--- config.mk ---
export PLATFORM = sky130hd
export DESIGN_NAME = alu_issue_ctrl
export DESIGN_NICKNAME = d
export VERILOG_FILES = /design/src/rtl/alu_pkg.sv /design/src/rtl/alu_result_fifo.sv /design/src/rtl/alu_issue_ctrl.sv
export SDC_FILE = /design/constraint.sdc
export NUM_CORES = 1
export LEC_CHECK = 0
export ABC_AREA = 1
export CAP_MARGIN = 20
export CORE_MARGIN = 5
export CORE_UTILIZATION = 40
export DETAILED_ROUTE_END_ITERATION = 8
export HOLD_SLACK_MARGIN = 0.05
export SLEW_MARGIN = 15
export SYNTH_ARGS = -nofsm -noshare
export SYNTH_HDL_FRONTEND = slang
export SYNTH_SLANG_ARGS = --single-unit
--- constraint.sdc ---
create_clock -name clk -period 18 [get_ports clk]
set_clock_uncertainty 0.1 [all_clocks]
set_input_delay 2.7 -clock clk [delete_from_list [all_inputs] [get_ports clk]]
set_output_delay 2.7 -clock clk [all_outputs]
set_load 0.02 [all_outputs]
--- src/rtl/alu_pkg.sv ---
// Shared definitions for the ALU issue/retire slice: ALU control codes,
// default widths and the layout of one captured result entry.
package alu_pkg;

    localparam int ALU_DATA_W = 32;
    localparam int ALU_TAG_W  = 4;

    localparam logic [3:0] ALU_CTRL_AND = 4'b0000;
    localparam logic [3:0] ALU_CTRL_OR  = 4'b0001;
    localparam logic [3:0] ALU_CTRL_ADD = 4'b0010;
    localparam logic [3:0] ALU_CTRL_SUB = 4'b0110;
    localparam logic [3:0] ALU_CTRL_SLT = 4'b0111;
    localparam logic [3:0] ALU_CTRL_NOR = 4'b1100;

    // One result FIFO entry; the top packs its flat FIFO word in this order.
    typedef struct packed {
        logic [ALU_DATA_W-1:0] result;
        logic                  zero;
        logic                  cout;
        logic                  overflow;
        logic [ALU_TAG_W-1:0]  tag;
    } result_entry_t;

endpackage

--- src/rtl/alu_result_fifo.sv ---
// Synchronous result FIFO with a combinational head view and an occupancy
// count. Pointers wrap explicitly so non-power-of-two depths also work.
module alu_result_fifo #(
    parameter int DEPTH = 4,
    parameter int WIDTH = 8
) (
    input  logic                         clk,
    input  logic                         rst,
    input  logic                         push,
    input  logic [WIDTH-1:0]             push_data,
    input  logic                         pop,
    output logic [WIDTH-1:0]             head_data,
    output logic [$clog2(DEPTH+1)-1:0]   count
);

    localparam int CNT_W = $clog2(DEPTH + 1);
    localparam int PTR_W = (DEPTH > 1) ? $clog2(DEPTH) : 1;

    logic [WIDTH-1:0] mem [DEPTH];
    logic [PTR_W-1:0] wr_ptr;
    logic [PTR_W-1:0] rd_ptr;
    logic             full;
    logic             empty;
    logic             do_push;
    logic             do_pop;

    function automatic logic [PTR_W-1:0] ptr_next(input logic [PTR_W-1:0] ptr);
        logic [PTR_W-1:0] nxt;
        if (ptr == PTR_W'(DEPTH - 1)) begin
            nxt = '0;
        end else begin
            nxt = ptr + PTR_W'(1);
        end
        return nxt;
    endfunction

    assign full      = (count == CNT_W'(DEPTH));
    assign empty     = (count == '0);
    assign do_pop    = pop & ~empty;
    // A push into a full FIFO is only taken if the head leaves on the same edge.
    assign do_push   = push & (~full | do_pop);
    assign head_data = mem[rd_ptr];

    // Entry storage; cleared on reset so the head reads zero until first push.
    always_ff @(posedge clk or posedge rst) begin
        if (rst) begin
            for (int i = 0; i < DEPTH; i++) begin
                mem[i] <= '0;
            end
        end else if (do_push) begin
            mem[wr_ptr] <= push_data;
        end
    end

    // Read/write pointers and occupancy count.
    always_ff @(posedge clk or posedge rst) begin
        if (rst) begin
            wr_ptr <= '0;
            rd_ptr <= '0;
            count  <= '0;
        end else begin
            if (do_push) begin
                wr_ptr <= ptr_next(wr_ptr);
            end
            if (do_pop) begin
                rd_ptr <= ptr_next(rd_ptr);
            end
            case ({do_push, do_pop})
                2'b10:   count <= count + CNT_W'(1);
                2'b01:   count <= count - CNT_W'(1);
                default: count <= count;
            endcase
        end
    end

endmodule

--- src/rtl/alu_issue_ctrl.sv ---
// Issue/retire stage in front of a one-cycle registered ALU. Requests are
// registered onto the ALU inputs, a two-stage valid/tag shadow tracks the
// ALU latency, and results are captured into a result FIFO. in_ready reserves
// a FIFO slot for every op still in flight so no result can ever be dropped.
module alu_issue_ctrl
    import alu_pkg::*;
#(
    parameter int DATA_W = ALU_DATA_W,
    parameter int TAG_W  = ALU_TAG_W,
    parameter int DEPTH  = 4
) (
    input  logic              clk,
    input  logic              rst,
    input  logic              in_valid,
    output logic              in_ready,
    input  logic [DATA_W-1:0] in_src1,
    input  logic [DATA_W-1:0] in_src2,
    input  logic [3:0]        in_ctrl,
    input  logic [TAG_W-1:0]  in_tag,
    output logic [DATA_W-1:0] alu_src1,
    output logic [DATA_W-1:0] alu_src2,
    output logic [3:0]        alu_ctrl,
    input  logic [DATA_W-1:0] alu_result,
    input  logic              alu_zero,
    input  logic              alu_cout,
    input  logic              alu_overflow,
    output logic              out_valid,
    input  logic              out_ready,
    output logic [DATA_W-1:0] out_result,
    output logic              out_zero,
    output logic              out_cout,
    output logic              out_overflow,
    output logic [TAG_W-1:0]  out_tag,
    output logic [31:0]       ops_cnt
);

    localparam int ENTRY_W = DATA_W + 3 + TAG_W;
    localparam int CNT_W   = $clog2(DEPTH + 1);
    localparam int CRED_W  = CNT_W + 2;

    logic               accept;
    logic               push;
    logic               pop;
    logic               s1_valid;
    logic               s2_valid;
    logic [TAG_W-1:0]   s1_tag;
    logic [TAG_W-1:0]   s2_tag;
    logic [ENTRY_W-1:0] push_data;
    logic [ENTRY_W-1:0] head_data;
    logic [CNT_W-1:0]   fifo_count;
    logic [CRED_W-1:0]  inflight;

    // Credit: everything stored or still travelling through the ALU owns a slot.
    assign inflight = CRED_W'(fifo_count) + CRED_W'(s1_valid) + CRED_W'(s2_valid);
    assign in_ready = (inflight < CRED_W'(DEPTH));
    assign accept   = in_valid & in_ready;

    // s2 lines up with the cycle in which the ALU's registered output is valid.
    assign push      = s2_valid;
    assign push_data = {alu_result, alu_zero, alu_cout, alu_overflow, s2_tag};

    assign out_valid    = (fifo_count != '0);
    assign pop          = out_valid & out_ready;
    assign out_result   = head_data[ENTRY_W-1 -: DATA_W];
    assign out_zero     = head_data[TAG_W + 2];
    assign out_cout     = head_data[TAG_W + 1];
    assign out_overflow = head_data[TAG_W];
    assign out_tag      = head_data[TAG_W-1:0];

    // Register accepted operands onto the ALU; hold them when idle.
    always_ff @(posedge clk or posedge rst) begin
        if (rst) begin
            alu_src1 <= '0;
            alu_src2 <= '0;
            alu_ctrl <= 4'b0000;
            s1_tag   <= '0;
        end else if (accept) begin
            alu_src1 <= in_src1;
            alu_src2 <= in_src2;
            alu_ctrl <= in_ctrl;
            s1_tag   <= in_tag;
        end
    end

    // Track which ALU cycles carry a real op so idle results are never captured.
    always_ff @(posedge clk or posedge rst) begin
        if (rst) begin
            s1_valid <= 1'b0;
            s2_valid <= 1'b0;
            s2_tag   <= '0;
        end else begin
            s1_valid <= accept;
            s2_valid <= s1_valid;
            s2_tag   <= s1_tag;
        end
    end

    // Count completed pops; wraps naturally at 2^32.
    always_ff @(posedge clk or posedge rst) begin
        if (rst) begin
            ops_cnt <= 32'd0;
        end else if (pop) begin
            ops_cnt <= ops_cnt + 32'd1;
        end
    end

    alu_result_fifo #(
        .DEPTH (DEPTH),
        .WIDTH (ENTRY_W)
    ) u_fifo (
        .clk       (clk),
        .rst       (rst),
        .push      (push),
        .push_data (push_data),
        .pop       (pop),
        .head_data (head_data),
        .count     (fifo_count)
    );

endmodule

-- Word-level counts from Yosys, hierarchy flattened
Index checks and enable logic that the tools add are counted.
- $add $sub $neg: 7
- multiply operators: 0
- divide/modulo/power cells: 0
- magnitude comparators: 4
- equality and inequality tests: 5
- shifts and indexed selects: 0
- muxes and demuxes: 9
- bitwise logic cells: 9
- reduce and logical (&&, ||, !) cells: 4
- operators with widths (cell ; count):
    $bwmux W156 ; 1
    $mux W39 ; 3
    $bmux W39 S2 ; 1
    $demux W39 S2 ; 1
    $add A32 B1 Y32 const B ; 1
    $eq A2 B2 Y1 const B ; 3
    $ge A3 B3 Y1 const B ; 2
    $not A2 Y3 ; 2
    $pmux W3 S2 ; 1
    $add A4 B1 Y5 ; 1
    $lt A5 B3 Y1 const B ; 1
    $add A2 B1 Y2 const B ; 2
    $add A3 B1 Y4 ; 1
    $and A1 B1 Y1 ; 4
    $mux W2 ; 2
    $add A3 B1 Y3 const B ; 1
    $eq A3 B3 Y1 const B ; 1
    $logic_not A3 Y1 ; 1
    $lt A3 B1 Y1 const B ; 1
    $reduce_bool A3 Y1 ; 1
    $sub A3 B1 Y3 const B ; 1
    $eq A2 B1 Y1 const B ; 1
    $not A1 Y1 ; 2
    $reduce_bool A2 Y1 ; 1
    other kinds (2) ; 2
- bits in registers: 273
- latch bits: 0
- bits in writable memories: 0
- bits in read-only memories: 0
- logic and storage cells: 53
- memories kept: 0

-- Logic depth before layout (Yosys ltp)
- word-level depth: 7
- gate-level depth with buffers: 12
- depth with buffers taken out: 10

-- Hierarchy
From an unflattened synthesis, not the netlist that was laid out.
- cells, all modules: 1499
- area, all modules: 12440.7 um^2
- modules (own cells, without submodules) (module ; times used ; cells each ; area each (um^2) ; sequential area each (um^2)):
    alu_result_fifo ; 1 ; 957 ; 7748.7 ; 4078.9
    alu_issue_ctrl ; 1 ; 542 ; 4692.0 ; 2752.6

-- Worst setup path after synthesis
Ideal clock, no wire load.
- path type: input-to-reg
- start point: in out_ready
- end point: reg u_fifo.count[2]
- arrival time: 4.202 ns
- setup slack: 13.567 ns
- cell stages on the path: 10
- path through: o21ai_2 buf_4 buf_6 buf_4 ha_1 inv_1 fa_1 a21oi_1 o21ai_0 xor2_1
- longest elaborated chain between the ends: 6
- elaborated cells between the ends (all ways): 8
- classes of those cells: eq/ne (2); mux (1); bitwise (4); reduce/logical (1)
- ends and longest elaborated chain (element ; RTL line ; source):
    start: declaration ; alu_issue_ctrl.sv:28 ; input logic out_ready,
    $and A1 B1 Y1 * ; alu_issue_ctrl.sv:63 ; assign pop = out_valid & out_ready;
    $and A1 B1 Y1 * ; alu_result_fifo.sv:39 ; assign do_pop = pop & ~empty;
    $or A1 B1 Y1 ; alu_result_fifo.sv:41 ; assign do_push = push & (~full | do_pop);
    $and A1 B1 Y1 ; alu_result_fifo.sv:41 ;
    $eq A2 B1 Y1 / $eq A2 B2 Y1 (equally long branches) ; alu_result_fifo.sv:68 ; case ({do_push, do_pop})
    $pmux W3 S2 / $reduce_bool A2 Y1 (equally long branches) ; n/a ;
    end signal: assignment ; alu_result_fifo.sv:69 ; 2'b10: count <= count + CNT_W'(1);
    end signal: assignment ; alu_result_fifo.sv:70 ; 2'b01: count <= count - CNT_W'(1);
    end signal: assignment ; alu_result_fifo.sv:71 ; default: count <= count;
    end: declaration ; alu_result_fifo.sv:13 ; output logic [$clog2(DEPTH+1)-1:0] count
Mark *: on every way between the ends. The rest lies on a longest branch, timed or not.
A chain may end at the register's enable or synchronous reset.

-- Worst setup path after layout
- start point: reg u_fifo.rd_ptr[0]
- end point: out out_tag[3]
- longest elaborated chain between the ends: 4
- ends and longest elaborated chain (element ; RTL line ; source):
    start: declaration ; alu_result_fifo.sv:21 ; logic [PTR_W-1:0] rd_ptr;
    start signal: assignment ; alu_result_fifo.sv:66 ; rd_ptr <= ptr_next(rd_ptr);
    $not A2 Y3 (not written as such) ; alu_result_fifo.sv:42 ; assign head_data = mem[rd_ptr];
    $bmux W39 S2 ; alu_result_fifo.sv:42 ;
    $mux W39 (not written as such) (2 in series) ; alu_result_fifo.sv:42 ;
    end: declaration ; alu_issue_ctrl.sv:33 ; output logic [TAG_W-1:0] out_tag,
Every way passes these cells. The select of a mux whose other input is x is not followed.

==> flow_summary.yaml <==
outcome:
  status: "finished clean"
clock_tree:
  clock_path_buffers: 3
  postCtsSetupBuffers: 0
  cts-root-buf: "clkbuf_16"
  cts_tree: "built"
  clk_latency_ps: 560
  htreeDepth: 1
  cts_buffers: 30
  cts_resized: 0
  path_clk_slew_ps: 60
  cts_hold_buf: 0
  cts_sinks: 273
floorplan:
  core_um2: 30400
  rows: 64
  pin_count: 252
  fp.dieArea_um2: 34200
  fp.dieH_um: 185
  dieWidth_um: 185
  initial_utilization: 0.403
place:
  dpl.cell_count: 2084
  port_buffers: 251
  place.gp.congestion: 0.780
  hpwl_um: 22800
  pre_cts_ws_ps: 12080
setup_path:
  end_kind: "primary output"
  start_kind: "flop"
  path_class: "flop to primary output"
  cp.arrival_ps: 2830
  critical_path_peak_fanout: 80
  worstPathRequired_ps: 15200
synthesis:
  syn_inst: 1512
  synth_seq_cells: 273
  synth_seq_area_share: 0.557
  synth_area_um2: 12300
  syn_avg_cell_area_um2: 8.11
  yosysUniqueCellTypes: 26
  synth_nets: 1632
  ys_warn_count: 0
route:
  vias: 10800
  first_pass_iters: 5
  routed_wl_um: 37000
  via_per_inst: 5.06
  detail_route.iter0.violations: 688
  ant_nets: 0
  drcViolationCount: 0
  avgRoutedWirePerCell_um: 17.3
cells_and_area:
  final_cell_count_no_fill: 2140
  multi_input_area_um2: 4850
  syn_to_final_growth_pct: 31.8
  antennaDiodeCount: 0
  nFillCells: 2918
  finish.utilization: 0.531
  regArea_um2: 6830
  drive_gt1_frac: 0.0482
  nets: 1842
power:
  ir_drop_v: 0.000122
  p_leak_nw: 7.66
  pwr_density_cell_nw_per_um2: 184
grt:
  grt_pass1_wl_um: 59200
  grt.total_usage: 0.214
  grt_pass1_vias: 10900
  antenna_found_initial: 1
  gr-total-overflow: 0
  grt_max_degree: 146
sta:
  max_slew_margin: 0.357
  hold_viol_final: 0
  max_freq_ghz: 0.178
  setup_tns_ps: 0
  post-route-period-util: 0.313
  slew_viol_final: 0
  setup_violations: 0
  grt_setup_unrepaired: "no"
  tightestPinTransition_ps: 964
  holdWs_ps: 273
  final.setup.worst_slack_ps: 12370
  period_minus_slack_ps: 5630
hold_path:
  hold_path_class: "flop to flop"
run:
  maxCapViolations: 0
==> sequential cells by signal, summed over array words and instances, names as in the netlist <==
signal	cells
alu_ctrl	4
alu_src1	32
alu_src2	32
ops_cnt	32
push	1
s1_tag	4
s1_valid	1
s2_tag	4
u_fifo.count	3
u_fifo.mem	156
u_fifo.rd_ptr	2
u_fifo.wr_ptr	2
==> through the flow <==
stage	cell area, um2	power (mW)
floorplan	12300	1.76
global placement	15000	2.33
detailed placement	15100	2.36
CTS	16100	3.01
global route	16200	3.19
finish	16200	2.98
==> layer usage <==
layer / wire, um / vias up / global-route usage
met5: 13 / - / 0
met4: 690 / 2 / 0.0473
met3: 3280 / 47 / 0.0725
met1: 15600 / 5203 / 0.275
met2: 17400 / 317 / 0.353
li1: - / 5251 / -
==> final cells by class <==
cell class              count  area share
inverters                  45      0.0111
clock buffers              47      0.0591
flip-flops and latches    273       0.423
repair buffers            269       0.171
clock inverters             7     0.00526
well taps                 396      0.0307
multi-input cells        1103       0.300
==> where the power goes <==
part           leakage, nW  internal [mW]  switching (mW)
combinational         3.69          0.518           0.815
sequential            3.45          0.871           0.138
clock                0.521          0.389           0.247
==> cell usage in the layout, fill, tap and decap left out <==
cell / Yosys / routed
xor2_1: 9 / 9
nor2_1: 121 / 118
nand3_1: 13 / 13
fa_1: 1 / 1
a21oi_1: 4 / 4
nand2_2: 2 / 2
inv_2: 1 / 2
clkbuf_1: 57 / 4
inv_1: 43 / 41
nand2_1: 631 / 631
inv_4: 0 / 1
nor2_2: 3 / 2
nor2_4: 2 / 6
and2_1: 1 / 1
clkbuf_8: 0 / 12
clkbuf_16: 0 / 31
bufinv_16: 0 / 2
o22ai_1: 39 / 39
ha_1: 8 / 8
xnor2_1: 6 / 6
o21ai_0: 243 / 243
dfrtp_2: 0 / 1
buf_4: 10 / 12
buf_12: 0 / 1
inv_8: 0 / 1
nor3_1: 1 / 1
dfrtp_1: 273 / 272
clkinv_2: 0 / 5
o21ai_4: 0 / 1
buf_16: 0 / 5
nand3b_1: 10 / 10
nand4_1: 8 / 8
clkdlybuf4s50_1: 0 / 251
==> kinds of logic (layout without fill, tap and decap cells) <==
kind of cell               Yosys count  after routing  share of synthesized area
xor gates and xnor gates            15             15                     0.0107
AOI/OAI and AO/OA                  287            287                      0.121
DFF                                273            273                      0.557
buffers and inverters              136            368                     0.0497
and+or+nand+nor                    792            792                      0.251
adders and majority gates            9              9                    0.00980
==> critical path: stages, from the launching register on <==
cell	delay (ps)
dfrtp_2	380
buf_4	660
o21ai_0	170
o22ai_1	370
clkdlybuf4s50_1	690
==> synthesized netlist by cell type <==
master	number	area, um2
inv_2	1	3.75
nor2_4	2	22.5
nand3b_1	10	75.1
o21ai_0	243	1220
and2_1	1	6.26
fa_1	1	20.0
ha_1	8	100
nand4_1	8	50.1
clkinv_1	1	3.75
dfrtp_1	273	6830
buf_4	10	75.1
o22ai_1	39	244
nand3_1	13	65.1
buf_6	5	56.3
a21oi_1	4	20.0
xnor2_1	6	52.6
nand2_1	631	2370
nand2_2	2	12.5
o21ai_2	1	8.76
buf_2	19	95.1
nor2_1	121	454
inv_1	43	161
nor2_2	3	18.8
clkbuf_1	57	214
nor3_1	1	5.00
xor2_1	9	78.8
==> worst paths after layout <==
check / endpoint / slack, ps / cells after the start / start
worst max register to register: u_fifo.count[2]$_DFFE_PP0P_ / 15040 / 10 / u_fifo.count[0]$_DFFE_PP0P_
min in group asynchronous: ops_cnt[4]$_DFFE_PP0P_ / 2460 / 2 / rst
worst max-delay path: out_tag[3] / 12370 / 4 / u_fifo.rd_ptr[0]$_DFFE_PP0P_
max in group asynchronous: u_fifo.mem[47]$_DFFE_PP0P_ / 12760 / 5 / rst
worst min-delay path: push$_DFF_PP0_ / 270 / 0 / s1_valid$_DFF_PP0_
worst min register to register: push$_DFF_PP0_ / 270 / 0 / s1_valid$_DFF_PP0_
Power figures use the tool's default switching activity.
